[config.mk]
export PLATFORM = sky130hd
export DESIGN_NAME = rx_hdr_block_lock_flat
export DESIGN_NICKNAME = d
export VERILOG_FILES = /design/src/rtl/rx_hdr_block_lock_if.sv /design/src/rtl/rx_hdr_block_lock.sv /design/src/flat_wrapper.sv
export SDC_FILE = /design/constraint.sdc
export NUM_CORES = 1
export LEC_CHECK = 0
export CAP_MARGIN = 25
export CORE_ASPECT_RATIO = 2
export CORE_MARGIN = 3
export CORE_UTILIZATION = 30
export CTS_CLUSTER_SIZE = 12
export DETAILED_ROUTE_END_ITERATION = 6
export GPL_TIMING_DRIVEN = 0
export PLACE_DENSITY_LB_ADDON = 0.12
export SLEW_MARGIN = 10
export SYNTH_ARGS = -nofsm -noshare
export SYNTH_HDL_FRONTEND = slang
export SYNTH_SLANG_ARGS = --single-unit
[constraint.sdc]
create_clock -name rx_clk_tb -period 4.6 [get_ports rx_clk_tb]
set_clock_uncertainty 0.15 [all_clocks]
set_input_delay 0.69 -clock rx_clk_tb [delete_from_list [all_inputs] [get_ports rx_clk_tb]]
set_output_delay 0.69 -clock rx_clk_tb [all_outputs]
set_load 0.05 [all_outputs]
[src/rtl/rx_hdr_block_lock_if.sv]
// SERDES header-path bundle for the 64b/66b block-lock FSM.
// The SERDES/stimulus side uses the master modport; the lock FSM uses the slave modport.
interface rx_hdr_block_lock_if #(
  parameter int HDR_WIDTH  = 2,
  parameter int STAT_WIDTH = 17
);
  logic [HDR_WIDTH-1:0]  serdes_rx_hdr;
  logic                  serdes_rx_bitslip;
  logic                  rx_block_lock;
  logic [4:0]            rx_sh_invalid_cnt;
  logic [STAT_WIDTH-1:0] stat_hdr_to_lock;
  logic [STAT_WIDTH-1:0] stat_slip_cnt;
  logic [STAT_WIDTH-1:0] stat_lock_loss_cnt;

  modport master (
    output serdes_rx_hdr,
    input  serdes_rx_bitslip, rx_block_lock, rx_sh_invalid_cnt,
    input  stat_hdr_to_lock, stat_slip_cnt, stat_lock_loss_cnt
  );

  modport slave (
    input  serdes_rx_hdr,
    output serdes_rx_bitslip, rx_block_lock, rx_sh_invalid_cnt,
    output stat_hdr_to_lock, stat_slip_cnt, stat_lock_loss_cnt
  );
endinterface

[src/rtl/rx_hdr_block_lock.sv]
// 64b/66b receive block-lock FSM: classifies sync headers, requests bitslips, asserts block lock.
// Optional statistics counters are built when RX_HDR_LOCK_STATS_EN is defined; otherwise stat_* tie to 0.
module rx_hdr_block_lock #(
  parameter int HDR_WIDTH           = 2,
  parameter int SH_WINDOW           = 64,
  parameter int INVALID_MAX         = 16,
  parameter int BITSLIP_HIGH_CYCLES = 1,
  parameter int BITSLIP_LOW_CYCLES  = 8,
  parameter int STAT_WIDTH          = 17
) (
  input  logic                rx_clk_tb,
  input  logic                rx_rst_tb,
  rx_hdr_block_lock_if.slave  rx_if
);

  localparam int CNT_W   = $clog2(SH_WINDOW) + 1;
  localparam int TMR_MAX = (BITSLIP_HIGH_CYCLES > BITSLIP_LOW_CYCLES) ?
                           BITSLIP_HIGH_CYCLES : BITSLIP_LOW_CYCLES;
  localparam int TMR_W   = $clog2(TMR_MAX + 1);

  localparam logic [CNT_W-1:0] L_WIN     = CNT_W'(SH_WINDOW);
  localparam logic [4:0]       L_INV_MAX = 5'(INVALID_MAX);
  localparam logic [TMR_W-1:0] L_HIGH_LD = TMR_W'(BITSLIP_HIGH_CYCLES - 1);
  localparam logic [TMR_W-1:0] L_LOW_LD  = TMR_W'(BITSLIP_LOW_CYCLES - 1);

  typedef enum logic [1:0] {
    ST_COUNT,
    ST_SLIP_HIGH,
    ST_SLIP_WAIT
  } state_t;

  state_t           r_state;
  logic [CNT_W-1:0] r_sh_cnt;
  logic [4:0]       r_inv_cnt;
  logic [TMR_W-1:0] r_tmr;
  logic             r_bitslip;
  logic             r_lock;

  logic             w_hdr_inv;
  logic             w_in_count;
  logic [CNT_W-1:0] w_sh_cnt_inc;
  logic [4:0]       w_inv_cnt_inc;
  logic             w_win_end;
  logic             w_lose;
  logic             w_slip;
  logic             w_gain;

  // 01/10 are the only legal sync headers; 00 and 11 are invalid.
  assign w_hdr_inv     = (rx_if.serdes_rx_hdr == {HDR_WIDTH{1'b0}}) ||
                         (rx_if.serdes_rx_hdr == {HDR_WIDTH{1'b1}});
  assign w_in_count    = (r_state == ST_COUNT);
  assign w_sh_cnt_inc  = r_sh_cnt + 1'b1;
  assign w_inv_cnt_inc = r_inv_cnt + {4'b0000, w_hdr_inv};
  assign w_win_end     = w_in_count && (w_sh_cnt_inc == L_WIN);
  // Lock loss is checked before window end, so it wins when both land on one header.
  assign w_lose        = w_in_count && r_lock && (w_inv_cnt_inc == L_INV_MAX);
  assign w_slip        = w_lose || (w_in_count && !r_lock && w_hdr_inv);
  assign w_gain        = w_win_end && !r_lock && !w_slip;

  always_ff @(posedge rx_clk_tb or posedge rx_rst_tb) begin
    if (rx_rst_tb) begin
      r_state   <= ST_COUNT;
      r_sh_cnt  <= '0;
      r_inv_cnt <= '0;
      r_tmr     <= '0;
      r_bitslip <= 1'b0;
      r_lock    <= 1'b0;
    end else begin
      case (r_state)
        ST_COUNT: begin
          if (w_slip) begin
            r_state   <= ST_SLIP_HIGH;
            r_bitslip <= 1'b1;
            r_lock    <= 1'b0;
            r_tmr     <= L_HIGH_LD;
            r_sh_cnt  <= '0;
            r_inv_cnt <= '0;
          end else if (w_win_end) begin
            r_sh_cnt  <= '0;
            r_inv_cnt <= '0;
            if (w_gain) r_lock <= 1'b1;
          end else begin
            r_sh_cnt  <= w_sh_cnt_inc;
            r_inv_cnt <= w_inv_cnt_inc;
          end
        end
        ST_SLIP_HIGH: begin
          if (r_tmr == '0) begin
            r_bitslip <= 1'b0;
            if (BITSLIP_LOW_CYCLES == 0) begin
              r_state <= ST_COUNT;
            end else begin
              r_state <= ST_SLIP_WAIT;
              r_tmr   <= L_LOW_LD;
            end
          end else begin
            r_tmr <= r_tmr - 1'b1;
          end
        end
        ST_SLIP_WAIT: begin
          // Header sampled on the exit edge is still discarded.
          if (r_tmr == '0) r_state <= ST_COUNT;
          else             r_tmr   <= r_tmr - 1'b1;
        end
        default: r_state <= ST_COUNT;
      endcase
    end
  end

  assign rx_if.serdes_rx_bitslip = r_bitslip;
  assign rx_if.rx_block_lock     = r_lock;
  assign rx_if.rx_sh_invalid_cnt = r_inv_cnt;

`ifdef RX_HDR_LOCK_STATS_EN
  function automatic logic [STAT_WIDTH-1:0] sat_inc(input logic [STAT_WIDTH-1:0] v);
    return (&v) ? v : v + 1'b1;
  endfunction

  logic [STAT_WIDTH-1:0] r_hdr_to_lock;
  logic [STAT_WIDTH-1:0] r_slip_cnt;
  logic [STAT_WIDTH-1:0] r_loss_cnt;

  // hdr_to_lock runs while unlocked (slip cycles included) and freezes once lock is taken.
  always_ff @(posedge rx_clk_tb or posedge rx_rst_tb) begin
    if (rx_rst_tb) begin
      r_hdr_to_lock <= '0;
      r_slip_cnt    <= '0;
      r_loss_cnt    <= '0;
    end else begin
      if (w_slip) r_slip_cnt <= sat_inc(r_slip_cnt);
      if (w_lose) r_loss_cnt <= sat_inc(r_loss_cnt);
      if (w_lose)       r_hdr_to_lock <= '0;
      else if (!r_lock) r_hdr_to_lock <= sat_inc(r_hdr_to_lock);
    end
  end

  assign rx_if.stat_hdr_to_lock   = r_hdr_to_lock;
  assign rx_if.stat_slip_cnt      = r_slip_cnt;
  assign rx_if.stat_lock_loss_cnt = r_loss_cnt;
`else
  assign rx_if.stat_hdr_to_lock   = {STAT_WIDTH{1'b0}};
  assign rx_if.stat_slip_cnt      = {STAT_WIDTH{1'b0}};
  assign rx_if.stat_lock_loss_cnt = {STAT_WIDTH{1'b0}};
`endif

endmodule

[src/flat_wrapper.sv]
// flat-port wrapper written by rule: the top's interface ports become plain ports
module rx_hdr_block_lock_flat 
#(
  parameter int HDR_WIDTH           = 2,
  parameter int SH_WINDOW           = 64,
  parameter int INVALID_MAX         = 16,
  parameter int BITSLIP_HIGH_CYCLES = 1,
  parameter int BITSLIP_LOW_CYCLES  = 8,
  parameter int STAT_WIDTH          = 17
)
  (rx_clk_tb, rx_rst_tb, rx_if_serdes_rx_hdr, rx_if_serdes_rx_bitslip, rx_if_rx_block_lock, rx_if_rx_sh_invalid_cnt, rx_if_stat_hdr_to_lock, rx_if_stat_slip_cnt, rx_if_stat_lock_loss_cnt);
  rx_hdr_block_lock_if #(.HDR_WIDTH(HDR_WIDTH), .STAT_WIDTH(STAT_WIDTH)) rx_if_i ();
  input  logic rx_clk_tb;
  input  logic rx_rst_tb;
  input wire logic [$bits(rx_if_i.serdes_rx_hdr)-1:0] rx_if_serdes_rx_hdr;
  output wire logic [$bits(rx_if_i.serdes_rx_bitslip)-1:0] rx_if_serdes_rx_bitslip;
  output wire logic [$bits(rx_if_i.rx_block_lock)-1:0] rx_if_rx_block_lock;
  output wire logic [$bits(rx_if_i.rx_sh_invalid_cnt)-1:0] rx_if_rx_sh_invalid_cnt;
  output wire logic [$bits(rx_if_i.stat_hdr_to_lock)-1:0] rx_if_stat_hdr_to_lock;
  output wire logic [$bits(rx_if_i.stat_slip_cnt)-1:0] rx_if_stat_slip_cnt;
  output wire logic [$bits(rx_if_i.stat_lock_loss_cnt)-1:0] rx_if_stat_lock_loss_cnt;
  assign rx_if_i.serdes_rx_hdr = rx_if_serdes_rx_hdr;
  assign rx_if_serdes_rx_bitslip = rx_if_i.serdes_rx_bitslip;
  assign rx_if_rx_block_lock = rx_if_i.rx_block_lock;
  assign rx_if_rx_sh_invalid_cnt = rx_if_i.rx_sh_invalid_cnt;
  assign rx_if_stat_hdr_to_lock = rx_if_i.stat_hdr_to_lock;
  assign rx_if_stat_slip_cnt = rx_if_i.stat_slip_cnt;
  assign rx_if_stat_lock_loss_cnt = rx_if_i.stat_lock_loss_cnt;
  rx_hdr_block_lock #(.HDR_WIDTH(HDR_WIDTH), .SH_WINDOW(SH_WINDOW), .INVALID_MAX(INVALID_MAX), .BITSLIP_HIGH_CYCLES(BITSLIP_HIGH_CYCLES), .BITSLIP_LOW_CYCLES(BITSLIP_LOW_CYCLES), .STAT_WIDTH(STAT_WIDTH)) u_core (.rx_clk_tb(rx_clk_tb), .rx_rst_tb(rx_rst_tb), .rx_if(rx_if_i));
endmodule
==> results.py <==
metrics = {
    "final_layout": {
        "finalInstanceArea_um2": 2143,
        "area_growth_pct": 24.22,
        "final_util_pct": 38.86,
        "fillerInstances": 611,
        "layout.nets": 270,
        "antenna_cells": 0,
        "layout-drive-gt1-share_pct": 26.17,
    },
    "floorplan": {
        "core_area_um2": 5515,
        "start_util_pct": 31.28,
        "dieArea_um2": 6753,
        "dieHeight_um": 113.3,
        "die_w_um": 59.63,
        "io_pins": 62,
        "rows": 38,
    },
    "clocking": {
        "cts_setup_buffers": 0,
        "cts_tree": "yes",
        "path_clk_slew_ns": 0.08,
        "cts_resized": 0,
        "insertion_delay_ns": 0.26,
        "hold_buffers": 0,
        "cts-root-buf": "clkbuf_8",
        "clk_path_buf_depth": 2,
        "cts_made_buffers": 3,
        "clock_sinks": 20,
        "h-tree-depth": 1,
    },
    "setup_path": {
        "arrival_ns": 3.14,
        "critPathKind": "in2reg",
        "path_cells": "clkdlybuf4s50_1 > xnor2_1 > ha_1 > ha_1 > nor3b_4 > nand3b_2 > o22ai_2 > or2_1 > clkbuf_2 > nor3_1 > mux2_2",
        "r2r-start": "u_core.rx_if.rx_sh_invalid_cnt[0]",
        "cpMostUsedCell": "ha_1",
        "cp_slowest_cell": "clkdlybuf4s50_1",
        "cpPeakStageDelay_ns": 0.42,
        "rrSetupSlack_ns": 2.07,
        "endpoint": "u_core.r_sh_cnt[0]",
        "r2r-end": "u_core.r_sh_cnt[0]",
        "crit_path_start_kind": "input pin",
        "rr_worst_depth": 9,
        "crit_fanout": 7,
        "end_kind": "flop",
        "crit_path_start": "rx_if_serdes_rx_hdr[1]",
        "required_ns": 4.60,
    },
    "placed_design": {
        "place.gp.congestion": 0.7901,
        "io_buffers": 10,
        "dp_slack_ns": 1.195,
        "hpwl_um": 3038,
        "placed_area_um2": 2088,
    },
    "detailed_routing": {
        "drc": 0,
        "via_per_inst": 4.234,
        "drt_iter0_drc": 15,
        "first_pass_iters": 4,
        "num_vias": 1338,
        "wire_per_inst_um": 11.66,
        "drt-total-wl_um": 3683,
        "postRouteAntennaNets": 0,
    },
    "synthesis": {
        "synth_edf_count": 0,
        "yosysUniqueCellTypes": 42,
        "synthTopCellsByArea": "dfrtp_1 (29%), buf_4 (22%), ha_1 (6.5%)",
        "synthArstFlopShare_pct": 100.0,
        "syn_inst": 192,
        "synth_common_cells": "buf_4 (51), dfrtp_1 (20), o21ai_0 (11)",
        "ys.flop_type": "dfrtp_1",
        "synth_top_area_cell": "dfrtp_1",
        "ys_seq_elements": 20,
        "yosysMostFrequentCell": "buf_4",
        "ys_warn_count": 0,
        "synth_sequential_area_ratio_pct": 29.01,
        "synth.top_cell.area_share_pct": 29.01,
        "syn_area_um2": 1725,
        "synth_area_per_cell_um2": 8.986,
    },
    "global_route": {
        "grt_overflow": 0,
        "grtUsageTotal_pct": 10.99,
        "grt_max_degree": 21,
        "grt_pass1_wl_um": 5796,
        "antenna_found_initial": 0,
        "grt_pass1_vias": 1220,
    },
    "sta": {
        "hold_viol_final": 0,
        "slew_headroom_pct": 47.22,
        "timing.hold.ws_ns": 0.3691,
        "worst_slew_pin_slew_ns": 0.7909,
        "rsz0062_at_grt": "false",
        "setup_viol": 0,
        "finalSetupTns_ns": 0,
        "layout_setup_ws_ns": 1.462,
        "period_needed_ns": 3.138,
        "max_freq_ghz": 0.3187,
        "final_max_slew_viol_count": 0,
        "final.period_utilization_pct": 68.22,
    },
    "hold_path": {
        "whs_path_depth": 1,
        "hold_class": "reg2reg",
    },
    "power": {
        "powerDensity_nw_per_um2": 461.4,
        "p_leak_uw": 0.001120,
        "ir_worst_vdd_uv": 245.1,
    },
    "job": {
        "drv_cap": 0,
    },
    "status": {
        "outcome": "finished clean",
    },
}
-- cells by family (layout without fill, tap and decap cells) --
family                     after synthesis  in the layout  synth area share [%]
other                                    1             51                0.2173
adders and majority gates                9              9                 6.527
and+or+nand+nor                         47             47                 16.03
buffers and inverters                   64             78                 25.16
DFF                                     20             20                 29.01
muxes                                    2              2                 1.233
AOI/OAI and AO/OA                       44             44                 19.29
xor gates and xnor gates                 5              5                 2.538
-- report_power, final --
part           switching, uW  internal [uW]  total [uW]  leakage (uW)
clock network           61.6           76.2         138     0.0000288
logic                    374            204         578      0.000825
registers               54.3            219         273      0.000266
-- registers in the layout, summed over array words and instances, names as in the netlist --
signal and flops:
u_core.r_sh_cnt 7, u_core.r_state 2, u_core.rx_if.serdes_rx_bitslip 1, u_core.r_tmr 4, u_core.rx_if.rx_block_lock 1, u_core.rx_if.rx_sh_invalid_cnt 5
-- layout by cell type, fill, tap and decap left out, types with 2 or more instances in the layout --
master,instances
inv_1,9
nor2b_1,2
ha_1,9
xnor2_1,4
buf_4,51
nand2b_1,4
nand2_1,7
o21ai_0,11
clkbuf_1,2
and3_1,3
a21oi_1,6
o2bb2ai_1,7
a22o_1,4
nor3_1,6
clkbuf_8,4
a31oi_1,3
dfrtp_1,20
clkdlybuf4s50_1,10
o31ai_1,5
a21o_1,2
conb_1,51
nor2_1,10
nand3_1,5
-- cell type report --
class	count	area [um^2]	share of cell area, %
plain buffers	55	400.4	18.68
flip-flops and latches	20	500.5	23.35
repair buffers	10	100.1	4.670
inverters	9	33.78	1.576
multi-input cells	158	978.4	45.65
clock buffers	4	55.05	2.569
well taps	60	75.07	3.503
-- through the flow --
stage | std cells | total power, uW
6_report | 316 | 988.9
5_1_grt | 316 | 1068
4_1_cts | 316 | 1001
3_5_place_dp | 312 | 859.2
3_3_place_gp | 312 | 858.3
2_1_floorplan | 242 | 728.4
-- worst max-delay path, delay by kind of cell --
family | cells | cell delay (ns)
buffers and inverters | 2 | 0.62
AND/OR/NAND/NOR | 4 | 0.60
adder cells (fa/ha/maj) | 2 | 0.54
multiplexers | 1 | 0.26
XOR/XNOR | 1 | 0.21
AO/OA/AOI/OAI | 1 | 0.21
-- worst min path at each step --
stage | startpoint | endpoint | slack, ns
finish | u_core.r_sh_cnt[6] | u_core.r_sh_cnt[6] | 0.37
global route | u_core.r_sh_cnt[6] | u_core.r_sh_cnt[6] | 0.41
CTS | u_core.r_sh_cnt[6] | u_core.r_sh_cnt[6] | 0.38
detailed placement | u_core.r_sh_cnt[6] | u_core.r_sh_cnt[6] | 0.35
global placement | u_core.r_sh_cnt[6] | u_core.r_sh_cnt[6] | 0.35
floorplan | u_core.r_sh_cnt[6] | u_core.r_sh_cnt[6] | 0.33
-- metal layers --
metal | global-route usage, % | part of all wire [%] | up-vias
met4 | 3.402 | 1.8 | 0
met2 | 21.11 | 58 | 35
met5 | 0 | 0 | -
li1 | - | - | 692
met3 | 1.027 | 4.6 | 8
met1 | 11.92 | 36 | 603
Power figures use the tool's default switching activity.
